==> src/rtl/piggy_pkg.sv <==
// Shared constants, scheduler state encoding and snapshot layout for the piggy-bank report path.
package piggy_pkg;
  localparam int FRAME_LEN = 18;
  localparam int IDX_W     = 5;
  localparam int NUM_CH    = 4;
  localparam int ASCII_W   = 24;

  localparam logic [7:0] ASCII_CR  = 8'h0D;
  localparam logic [7:0] ASCII_LF  = 8'h0A;
  localparam logic [7:0] ASCII_SEP = 8'h2C;

  // Byte positions inside one 24-bit ASCII count field
  localparam int HUND_LSB = 16;
  localparam int TENS_LSB = 8;
  localparam int ONES_LSB = 0;

  typedef enum logic [2:0] {IDLE, SNAP, SEND, WAIT, GAP} sched_state_e;

  typedef logic [NUM_CH-1:0][ASCII_W-1:0] snap_t;

  function automatic logic [7:0] ascii_digit(input logic [ASCII_W-1:0] a, input logic [1:0] pos);
    case (pos)
      2'd0:    return a[HUND_LSB +: 8];
      2'd1:    return a[TENS_LSB +: 8];
      default: return a[ONES_LSB +: 8];
    endcase
  endfunction
endpackage

==> src/rtl/piggy_frame_mux.sv <==
// Frame layout: maps a byte index plus the count snapshot to the byte on the wire.
module piggy_frame_mux
  import piggy_pkg::*;
#(
  parameter logic [7:0] HDR_BYTE = 8'h50
) (
  input  logic [IDX_W-1:0] idx_i,
  input  snap_t            snap_i,
  output logic [7:0]       byte_o
);
  logic [IDX_W-1:0] off;
  logic [1:0]       grp;
  logic [1:0]       pos;

  // Indices 1..15 form four groups of "hundreds, tens, ones, separator";
  // the last group's separator slot is the CR at index 16.
  always_comb begin
    off    = idx_i - 5'd1;
    grp    = off[3:2];
    pos    = off[1:0];
    byte_o = 8'h00;
    if (idx_i == 5'd0)       byte_o = HDR_BYTE;
    else if (idx_i == 5'd16) byte_o = ASCII_CR;
    else if (idx_i == 5'd17) byte_o = ASCII_LF;
    else if (idx_i < 5'd16)  byte_o = (pos == 2'd3) ? ASCII_SEP : ascii_digit(snap_i[grp], pos);
  end
endmodule

==> src/rtl/piggy_report_sched.sv <==
// Coalesces count-change / print requests into 18-byte report frames fed byte-by-byte to the UART TX.
module piggy_report_sched
  import piggy_pkg::*;
#(
  parameter logic [7:0] HDR_BYTE       = 8'h50,
  parameter int         GAP_CYCLES     = 1000,
  parameter int         TIMEOUT_CYCLES = 100000
) (
  input  logic        clk,
  input  logic        reset_n,
  input  logic [3:0]  change_in,
  input  logic        print_req,
  input  logic [23:0] ascii0,
  input  logic [23:0] ascii1,
  input  logic [23:0] ascii2,
  input  logic [23:0] ascii3,
  input  logic        tx_active,
  input  logic        tx_done,
  output logic        tx_dv,
  output logic [7:0]  tx_byte,
  output logic        busy,
  output logic        frame_done,
  output logic        timeout_err
);
  localparam int GAP_W = $clog2(GAP_CYCLES + 1);
  localparam int TO_W  = $clog2(TIMEOUT_CYCLES + 1);
  localparam logic [GAP_W-1:0] GAP_LAST = GAP_W'(GAP_CYCLES - 1);
  localparam logic [TO_W-1:0]  TO_LAST  = TO_W'(TIMEOUT_CYCLES - 1);
  localparam logic [IDX_W-1:0] IDX_LAST = IDX_W'(FRAME_LEN - 1);

  sched_state_e     state_q;
  logic             pending_q;
  logic [IDX_W-1:0] idx_q;
  logic [GAP_W-1:0] gap_q;
  logic [TO_W-1:0]  to_q;
  snap_t            snap_q;
  snap_t            snap_d;
  logic             tx_dv_q, busy_q, frame_done_q, timeout_err_q;
  logic [7:0]       tx_byte_q;
  logic [7:0]       frame_byte;
  logic             req;

  assign req    = (|change_in) | print_req;
  assign snap_d = {ascii3, ascii2, ascii1, ascii0};

  piggy_frame_mux #(.HDR_BYTE(HDR_BYTE)) u_mux (
    .idx_i  (idx_q),
    .snap_i (snap_q),
    .byte_o (frame_byte)
  );

  always_ff @(posedge clk or negedge reset_n) begin
    if (!reset_n) begin
      state_q       <= IDLE;
      pending_q     <= 1'b0;
      idx_q         <= '0;
      gap_q         <= '0;
      to_q          <= '0;
      snap_q        <= '0;
      tx_dv_q       <= 1'b0;
      tx_byte_q     <= 8'h00;
      busy_q        <= 1'b0;
      frame_done_q  <= 1'b0;
      timeout_err_q <= 1'b0;
    end else begin
      tx_dv_q      <= 1'b0;
      frame_done_q <= 1'b0;
      // A request landing in the SNAP cycle must survive the clear
      pending_q    <= (state_q == SNAP) ? req : (pending_q | req);
      case (state_q)
        IDLE: if (pending_q) begin
          state_q <= SNAP;
          busy_q  <= 1'b1;
        end
        SNAP: begin
          snap_q  <= snap_d;
          idx_q   <= '0;
          state_q <= SEND;
        end
        SEND: if (!tx_active) begin
          tx_dv_q   <= 1'b1;
          tx_byte_q <= frame_byte;
          to_q      <= '0;
          state_q   <= WAIT;
        end
        WAIT: begin
          if (tx_done) begin
            if (idx_q == IDX_LAST) begin
              frame_done_q  <= 1'b1;
              timeout_err_q <= 1'b0;
              gap_q         <= '0;
              state_q       <= GAP;
            end else begin
              idx_q   <= idx_q + 1'b1;
              state_q <= SEND;
            end
          end else if (to_q == TO_LAST) begin
            timeout_err_q <= 1'b1;
            gap_q         <= '0;
            state_q       <= GAP;
          end else begin
            to_q <= to_q + 1'b1;
          end
        end
        GAP: begin
          if (gap_q == GAP_LAST) begin
            state_q <= IDLE;
            busy_q  <= 1'b0;
          end else begin
            gap_q <= gap_q + 1'b1;
          end
        end
        default: begin
          state_q <= IDLE;
          busy_q  <= 1'b0;
        end
      endcase
    end
  end

  assign tx_dv       = tx_dv_q;
  assign tx_byte     = tx_byte_q;
  assign busy        = busy_q;
  assign frame_done  = frame_done_q;
  assign timeout_err = timeout_err_q;
endmodule

==> config.mk <==
export PLATFORM = sky130hd
export DESIGN_NAME = piggy_report_sched
export DESIGN_NICKNAME = d
export VERILOG_FILES = /design/src/rtl/piggy_pkg.sv /design/src/rtl/piggy_frame_mux.sv /design/src/rtl/piggy_report_sched.sv
export SDC_FILE = /design/constraint.sdc
export NUM_CORES = 1
export LEC_CHECK = 0
export BUFFER_PORTS_ARGS = -buffer_cell sky130_fd_sc_hd__buf_4
export CAP_MARGIN = 20
export CORE_UTILIZATION = 35
export CTS_CLUSTER_SIZE = 16
export DETAILED_ROUTE_END_ITERATION = 8
export GPL_TIMING_DRIVEN = 0
export RECOVER_POWER = 100
export SYNTH_ARGS = -nofsm -noshare
export SYNTH_HDL_FRONTEND = slang
export SYNTH_SLANG_ARGS = --single-unit
==> constraint.sdc <==
create_clock -name clk -period 2.6 [get_ports clk]
set_input_delay 0.39 -clock clk [delete_from_list [all_inputs] [get_ports clk]]
set_output_delay 0.39 -clock clk [all_outputs]
set_load 0.05 [all_outputs]
==> flow_summary.ini, run 1 <==
[synthesis]
ys_types = 68
netlist_instances = 803
synth-async-reset-ratio = 1.00
synth_edf_count = 0
ys_ff_latch = 144
synthesis.nets = 915
synth_warnings = 0
syn_area_um2 = 7240
seq_area_frac_synth = 0.497
syn_area_per_cell_um2 = 9.02
synth_ff_type = dfrtp_1

[timing]
hold_ws_ns = 0.149
finalSetupViolCount = 0
drv_slew = 58
finalHoldViolations = 0
tns_ns = 0
relSlewSlack = -0.00727
min_period_ns = 2.53
max_freq_mhz = 395
worst_clock_skew_ns = 0.0120
tightest_slew_ns = 1.51
fin_crit_sh = 0.974

[min_path]
min_path_cells = 3
min_path_type = input pin to flop
whs_endpoint = snap_q[60]$_DFFE_PN0P_
min-delay-start = ascii2[12]

[power]
p_int_mw = 6.49
p_comb_frac = 0.459
p_switching_mw = 4.73
p_leak_nw = 4.36
p_seq_frac = 0.327
p_clk_frac = 0.214
switching_share = 0.422
ir_drop_uv = 611
power_density_nw_per_um2 = 1230

[grt]
grt_pass1_wl_mm = 32.7
grt_pass1_vias = 6116
antenna_found_initial = 0
grt_max_degree = 88
grt.total_usage = 0.200
grt_overflow = 0

[placed_design]
hpwlAfterDp_mm = 14.9
place_congestion = 0.881
portBuffers = 116
dp.cells = 1190

[final_layout]
final-seq-area_um2 = 3600
postLayoutCoreUtil = 0.451
nFillCells = 2017
stdcell_count = 1227
drive_above_1_share = 0.191
n_antenna_cell = 0
synthToLayoutAreaGrowth_pct = 25.9
multi_input_area_um2 = 3430
layout.nets = 1056

[clock_network]
numCtsBuffers = 17
cts_sinks = 144
clk_pin_slew_ns = 0.07
clock_latency_ns = 0.43
cts_tree = yes
cts_root_buf = clkbuf_16
htreeDepth = 4
clockBufferDepth = 2

[worst_setup_path]
worstReg2RegEnd = tx_byte[4]$_DFFE_PN0P_
timing.critical_path.cells = buf_4 -> inv_1 -> ha_1 -> buf_6 -> xnor2_4 -> buf_12 -> mux4_1 -> a2111oi_1 -> o21ai_1
crit_type = flop to flop
cp-start-kind = flop
crit_fanout = 10
critPathSlowestCell = mux4_1
rrSetupSlack_ns = 0.07
crit_required_ns = 2.90
slowest_delay_ns = 0.59
reg2regPathDepth = 9
reg2reg_from = idx_q[1]$_DFFE_PN0P_
end_kind = flop
critPathArrivalTime_ns = 2.84

[floorplan]
rows = 52
ioPinCount = 117
die_h_um = 146
floorplan.initialDensity = 0.358
chipWidth_um = 146
dieArea_um2 = 21300
coreArea_um2 = 20200

[detailed_routing]
met1_length_mm = 9.21
wl_met2_mm = 9.86
met3_length_mm = 1.15
num_vias = 6176
drt-wirelength-per-cell_um = 16.7
drt_iter0_markers = 344
ant_nets = 0
drtPass1Iterations = 5
drc_errors = 0
drt-total-wl_mm = 20.5
viasPerCell = 5.03
dr.max_layer_used = met4

[status]
violations = capacitance limit, slew limit
status = finished, violations left

[flow_run]
cap_violations = 1
-- cell type report --
cell class                 instances  area share
sequential                       144       0.395
multi-input combinational        604       0.376
timing repair buffer             122      0.0995
clock buffer                      17      0.0467
tap                              270      0.0371
buffer                            45      0.0250
clock inverter                    15      0.0165
inverter                          10     0.00412
-- logic make-up (layout without fill, tap and decap cells) --
logic type | count (synthesis) | in the layout | synth area share
simple gates | 444 | 444 | 0.272
flops | 144 | 144 | 0.497
compound gates | 105 | 105 | 0.0976
buf+inv | 55 | 209 | 0.0352
mux | 33 | 33 | 0.0672
xor+xnor | 15 | 15 | 0.0181
fa+ha+maj | 7 | 7 | 0.0121
-- cells in the final DEF, fill, tap and decap left out, types with 8 or more instances in the layout --
cell type,n
clkbuf_1,43
mux4_2,8
nor2_1,35
nor3_1,8
o31ai_1,13
buf_4,107
nand3_1,17
xnor2_1,11
mux2i_1,19
inv_1,10
o21ai_0,24
dfrtp_1,143
a21oi_1,22
nand2_1,324
clkbuf_16,17
-- routing by layer --
metal  vias up  GRT usage
li1       3026          -
met1      2958      0.267
met2       170      0.325
met3        22     0.0455
met4         0     0.0600
met5         -          0
-- cells in the mapped netlist, drive strengths merged, types with 2 or more instances --
library cell    n  area [um^2]
nand3          17         85.1
nor2           37          149
or4bb           2         22.5
mux2i          19          190
or3             5         36.3
nor4            3         48.8
or4             7         56.3
a21o            2         15.0
o21ai          27          135
nand2         324         1220
nor3b           7         52.6
and2            3         18.8
and4            2         17.5
nand4           7         43.8
o31a            2         17.5
a311oi          4         35.0
dfrtp         144         3600
mux2            3         33.8
o31ai          14          110
xor2            3         26.3
inv            10         37.5
o2bb2ai         2         17.5
a21oi          23          119
a31oi           5         31.3
nand3b          4         42.5
a22oi           2         15.0
nand2b          3         26.3
and3            7         43.8
a221o           4         40.0
buf            17          113
a2bb2oi         4         35.0
xnor2          12          105
nor3            9         50.1
clkbuf         28          105
a2111oi         4         35.0
ha              7         87.6
mux4           11          263
o211ai          4         30.0
-- power groups by stage --
| stage | clock network [mW] | logic (mW) | registers [mW] |
|---|---|---|---|
| 4_1_cts | 2.45 | 5.11 | 3.67 |
| 3_5_place_dp | 0 | 4.89 | 3.72 |
| 5_1_grt | 2.55 | 5.65 | 3.78 |
| 3_3_place_gp | 0 | 4.83 | 3.70 |
| 6_report | 2.40 | 5.15 | 3.67 |
| 2_1_floorplan | 0 | 3.22 | 3.77 |
-- sequential cells by signal, indices dropped and copies added, names as in the netlist --
register / count
to_q: 17
tx_byte: 8
tx_dv: 1
idx_q: 5
state_q: 3
gap_q: 10
pending_q: 1
snap_q: 96
frame_done: 1
timeout_err: 1
busy: 1
-- what timing repair did --
action / in CTS / in global routing
buffers inserted: 3 / 1
hold buffers: 1 / 0
gates resized for setup: 12 / 4
setup endpoints to repair: 8 / 16
pin swaps: 1 / 4
hold endpoints to repair: 57 / 0
-- stage by stage --
step                total power [mW]  setup slack, ns  instance area (um^2)
floorplan                       6.99           0.0726                  7250
detailed placement              8.61           -0.708                  8490
global route                    12.0         -0.00168                  9120
CTS                             11.2          -0.0242                  9150
global placement                8.53           -0.730                  8460
finish                          11.2           0.0673                  9120
-- worst max-delay path, delay by kind of cell (launching register included) --
kind	cells	cell delay (ns)
buf+inv	4	0.59
mux	1	0.59
compound gates	2	0.53
flops	1	0.39
fa+ha+maj	1	0.19
xor+xnor	1	0.13
-- how the worst max path moves through the flow --
stage	from	endpoint	slack [ns]
global placement	idx_q[0]$_DFFE_PN0P_	tx_byte[1]$_DFFE_PN0P_	-0.73
floorplan	idx_q[0]$_DFFE_PN0P_	tx_byte[1]$_DFFE_PN0P_	0.07
finish	idx_q[1]$_DFFE_PN0P_	tx_byte[4]$_DFFE_PN0P_	0.07
global route	idx_q[0]$_DFFE_PN0P_	tx_byte[4]$_DFFE_PN0P_	-0.002
detailed placement	idx_q[0]$_DFFE_PN0P_	tx_byte[1]$_DFFE_PN0P_	-0.71
CTS	idx_q[0]$_DFFE_PN0P_	tx_byte[2]$_DFFE_PN0P_	-0.02
Power figures use the tool's default switching activity.
==> inputs of run 2 (changes only) <==
REMOVE_ABC_BUFFERS = 1   (was not set)
==> flow_summary.ini, run 2 (synthesis results as in run 1) <==
[final_layout]
postLayoutCoreUtil = 0.447
drive_above_1_share = 0.209
largest_register = snap_q
n_antenna_cell = 0
nFillCells = 2008
final_common_cell = nand2_1
layout.nets = 1031
layout_common_cells = nand2_1 (323), dfrtp_1 (140), buf_4 (117), nor2_1 (36), o21ai_0 (25)
finalInstanceArea_um2 = 9040
stdcell_count = 1202
largest_register_ffs = 96
synthToLayoutAreaGrowth_pct = 24.8
reg_top3 = snap_q x96, to_q x17, gap_q x10

[grt]
antenna_found_initial = 0
grt_overflow = 0
grt_pass1_vias = 5783
grt.total_usage = 0.179
grt_max_degree = 97
grt_pass1_wl_mm = 30.0

[clock_network]
htreeDepth = 4
numCtsBuffers = 17
clock_latency_ns = 0.43
cts_root_buf = clkbuf_16
cts_tree = yes
clk_pin_slew_ns = 0.07
cts_sinks = 144
clockBufferDepth = 2

[flow_run]
cap_violations = 0

[power]
p_switching_mw = 4.45
switching_share = 0.410
p_seq_frac = 0.343
p_clk_frac = 0.219
p_comb_frac = 0.438
p_leak_nw = 4.31
p_int_mw = 6.40
power_density_nw_per_um2 = 1200
ir_drop_uv = 536

[placed_design]
dp.cells = 1148
place_congestion = 0.752
place_area_um2 = 8350
portBuffers = 116
hpwlAfterDp_mm = 12.1

[worst_setup_path]
crit_start = idx_q[1]$_DFFE_PN0P_
timing.critical_path.cells = buf_4 -> o31a_1 -> nor2_1 -> buf_4 -> buf_4 -> mux4_2 -> a22oi_1 -> o211ai_1
crit_family = compound AO/OA/AOI/OAI gates
critPathArrivalTime_ns = 2.81
critPathSlowestCell = dfrtp_2
crit_required_ns = 2.90
reg2regPathDepth = 8
crit_fanout = 7
cp-start-kind = flop
crit_type = flop to flop
crit_buf_inv = 3
path_depth = 8
end_kind = flop
rrSetupSlack_ns = 0.09
reg2reg_from = idx_q[1]$_DFFE_PN0P_
worstReg2RegEnd = tx_byte[3]$_DFFE_PN0P_
crit_top_cell = buf_4
cp-endpoint = tx_byte[3]$_DFFE_PN0P_
slowest_delay_ns = 0.47

[detailed_routing]
ant_nets = 0
drt-wirelength-per-cell_um = 15.3
num_vias = 6028
drtPass1Iterations = 5
drt-total-wl_mm = 18.4
drt_iter0_markers = 384
viasPerCell = 5.01
drc_errors = 0

[floorplan]
coreArea_um2 = 20200
dieArea_um2 = 21300
ioPinCount = 117
floorplan.initialDensity = 0.358
chipWidth_um = 146
die_h_um = 146
rows = 52

[timing]
tightest_slew_ns = 1.29
finalHoldViolations = 0
finalSetupViolCount = 0
tns_ns = 0
max_freq_mhz = 399
drv_slew = 0
fin_crit_sh = 0.964
min_period_ns = 2.51
worst_clock_skew_ns = 0.00866
relSlewSlack = 0.138
rsz0062_at_grt = false

[status]
status = finished clean

[min_path]
min_path_type = input pin to flop
## run 2: worst min-delay path by stage
stage	startpoint	end	slack (ns)	cells past startpoint
2_1_floorplan	reset_n	busy$_DFFE_PN0P_	0.09	0
3_3_place_gp	snap_q[84]$_DFFE_PN0P_	snap_q[84]$_DFFE_PN0P_	0.45	2
3_5_place_dp	reset_n	to_q[8]$_DFFE_PN0P_	0.37	1
4_1_cts	ascii3[0]	snap_q[72]$_DFFE_PN0P_	0.13	3
5_1_grt	ascii0[15]	snap_q[15]$_DFFE_PN0P_	0.14	3
6_report	ascii3[18]	snap_q[90]$_DFFE_PN0P_	0.15	3
## run 2: worst min-delay path: cells and delay by family
| kind | cells | cell delay (ns) |
|---|---|---|
| and+or+nand+nor | 2 | 0.08 |
| buffers and inverters | 1 | 0.08 |
## run 2: area by class of cell
class | instances | area [um^2] | area share
sequential | 144 | 3610 | 0.399
multi-input combinational | 605 | 3450 | 0.382
inverter | 10 | 41.3 | 0.00457
timing repair inverter | 1 | 5.00 | 0.000554
timing repair buffer | 140 | 1020 | 0.113
clock inverter | 13 | 115 | 0.0127
tap | 270 | 338 | 0.0374
clock buffer | 19 | 453 | 0.0501
## run 2: power by group through the flow
| stage | Combinational [mW] | Clock [mW] | Sequential, mW |
|---|---|---|---|
| after floorplan | 2.96 | 0 | 3.84 |
| after global placement | 4.37 | 0 | 3.77 |
| after detailed placement | 4.47 | 0 | 3.79 |
| after CTS | 4.78 | 2.43 | 3.74 |
| after global routing | 5.29 | 2.51 | 3.86 |
| final | 4.75 | 2.38 | 3.73 |
## run 2: repair_timing
item                                    in CTS  in global routing
endpoints found under the hold margin       48                  0
cloned                                       1                  1
pin swaps                                    1                  3
gates resized for setup                     12                  6
hold buffers                                 1                  0
endpoints found under the setup margin       8                 15
buffers inserted                             7                 12
## run 2: layer usage
metal	global-route usage	share of wire	up-vias
met5	0	0	-
met4	0.0526	0.0099	0
met3	0.0458	0.052	15
met2	0.282	0.48	149
met1	0.244	0.46	2896
li1	-	-	2968
## run 2: per-stage QoR
step | power (mW) | worst slack [ns] | hold slack, ns
2_1_floorplan | 6.80 | -0.709 | 0.0944
6_report | 10.9 | 0.0942 | 0.145
3_3_place_gp | 8.14 | -2.00 | 0.451
3_5_place_dp | 8.27 | -0.880 | 0.370
5_1_grt | 11.7 | 0.0205 | 0.136
4_1_cts | 11.0 | -0.137 | 0.128
==> inputs of run 3 (changes only) <==
clock period = 2.5 ns   (was 2.6 ns; I/O delays follow)
==> flow_summary.ini, run 3 (synthesis results as in run 1) <==
[status]
status = finished clean

[worst_setup_path]
crit_buf_inv = 2
crit_type = flop to flop
critPathSlowestCell = mux4_2
crit_family = multiplexers
timing.critical_path.cells = inv_1 -> ha_4 -> xnor2_4 -> buf_8 -> mux4_2 -> a2111oi_4 -> o21ai_0
end_kind = flop
rrSetupSlack_ns = 0.11
cp-start-kind = flop
reg2regPathDepth = 7
reg2reg_from = idx_q[1]$_DFFE_PN0P_
crit_fanout = 10
critPathArrivalTime_ns = 2.70
slowest_delay_ns = 0.56
worstReg2RegEnd = tx_byte[1]$_DFFE_PN0P_
crit_required_ns = 2.80

[clock_network]
numCtsBuffers = 17
cts_root_buf = clkbuf_16
cts_tree = yes
clock_latency_ns = 0.43
htreeDepth = 4
cts_sinks = 144
clk_pin_slew_ns = 0.07
clockBufferDepth = 2

[final_layout]
n_antenna_cell = 0
final_common_cell = nand2_1
synthToLayoutAreaGrowth_pct = 24.6
largest_register_ffs = 96
reg_top3 = snap_q x96, to_q x17, gap_q x10
layout.nets = 1026
drive_above_1_share = 0.204
layout_common_cells = nand2_1 (323), dfrtp_1 (140), buf_4 (113), nor2_1 (35), o21ai_0 (26)
largest_register = snap_q

[timing]
fin_crit_sh = 0.958
relSlewSlack = 0.146
tightest_slew_ns = 1.28
drv_slew = 0
rsz0062_at_grt = false
hold_ws_ns = 0.129
worst_clock_skew_ns = 0.00778
finalHoldViolations = 0
max_freq_mhz = 418
min_period_ns = 2.39
finalSetupViolCount = 0

[floorplan]
ioPinCount = 117
coreArea_um2 = 20200
die_h_um = 146
floorplan.initialDensity = 0.358
dieArea_um2 = 21300
chipWidth_um = 146
rows = 52

[min_path]
min-delay-start = ascii1[19]
min_path_type = input pin to flop
min_path_cells = 3
whs_endpoint = snap_q[43]$_DFFE_PN0P_

[detailed_routing]
drc_errors = 0
viasPerCell = 5.03
drtPass1Iterations = 5
drt_iter0_markers = 347
num_vias = 6018
ant_nets = 0
drt-total-wl_mm = 18.4
drt-wirelength-per-cell_um = 15.4

[power]
power.total_mw = 11.3
ir_drop_uv = 552
p_leak_nw = 4.29
power_density_nw_per_um2 = 1250

[grt]
grt_pass1_vias = 5834
grt_overflow = 0
grt_pass1_wl_mm = 30.3
antenna_found_initial = 0
grt_max_degree = 97
grt.total_usage = 0.181

[placed_design]
place_congestion = 0.752
hpwlAfterDp_mm = 12.1
portBuffers = 116

[flow_run]
cap_violations = 0
## run 3: worst max path at each step
stage                    startpoint                      to  slack (ns)  cells after the start
4_1_cts        idx_q[1]$_DFFE_PN0P_  tx_byte[1]$_DFFE_PN0P_       0.002                      7
2_1_floorplan  idx_q[0]$_DFFE_PN0P_  tx_byte[1]$_DFFE_PN0P_       -0.81                      6
6_report       idx_q[1]$_DFFE_PN0P_  tx_byte[1]$_DFFE_PN0P_        0.11                      7
3_5_place_dp   idx_q[3]$_DFFE_PN0P_  tx_byte[1]$_DFFE_PN0P_       -0.98                      5
3_3_place_gp   idx_q[0]$_DFFE_PN0P_  tx_byte[1]$_DFFE_PN0P_       -2.10                      6
5_1_grt        idx_q[1]$_DFFE_PN0P_  tx_byte[1]$_DFFE_PN0P_       0.009                      7
## run 3: report_power, final
| group | total (mW) | switching, mW | internal (mW) |
|---|---|---|---|
| clock network | 2.47 | 1.11 | 1.36 |
| registers | 3.87 | 0.597 | 3.27 |
| logic | 4.93 | 2.91 | 2.02 |
## run 3: metrics by stage
stage | TNS (ns) | utilization | cell area, um^2 | cells | setup slack (ns)
floorplan | -10.11 | - | 7030 | 758 | -0.809
global placement | -121.33 | 0.407 | 8240 | 1144 | -2.10
detailed placement | -4.73 | 0.413 | 8350 | 1148 | -0.980
CTS | 0 | 0.449 | 9090 | 1196 | 0.00153
global route | 0 | 0.446 | 9030 | 1197 | 0.00869
finish | 0 | 0.446 | 9030 | 1197 | 0.106
## run 3: per-layer routing
metal | up-vias | track usage | part of all wire
met4 | 0 | 0.0521 | 0.012
met5 | - | 0 | 0
met1 | 2900 | 0.246 | 0.46
met2 | 143 | 0.285 | 0.47
li1 | 2957 | - | -
met3 | 18 | 0.0464 | 0.051
## run 3: area by class of cell
cell class	instances	area [um^2]
timing repair inverter	1	5.00
timing repair buffer	135	1000
clock buffer	19	453
multi-input combinational	605	3460
tap	270	338
fill	2015	11200
sequential	144	3610
clock inverter	13	115
inverter	10	41.3
## run 3: worst min-delay path: stages
cell and delay, ns:
buf_4 0.07, nand2_1 0.04, nand2_1 0.04
## run 3: timing repair
action / in CTS / in global routing
endpoints found under the hold margin: 48 / 0
endpoints found under the setup margin: 15 / 17
hold buffers: 1 / 0
gates cloned: 2 / 0
pin swaps: 3 / 1
resized for setup: 12 / 5
buffers inserted: 13 / 1
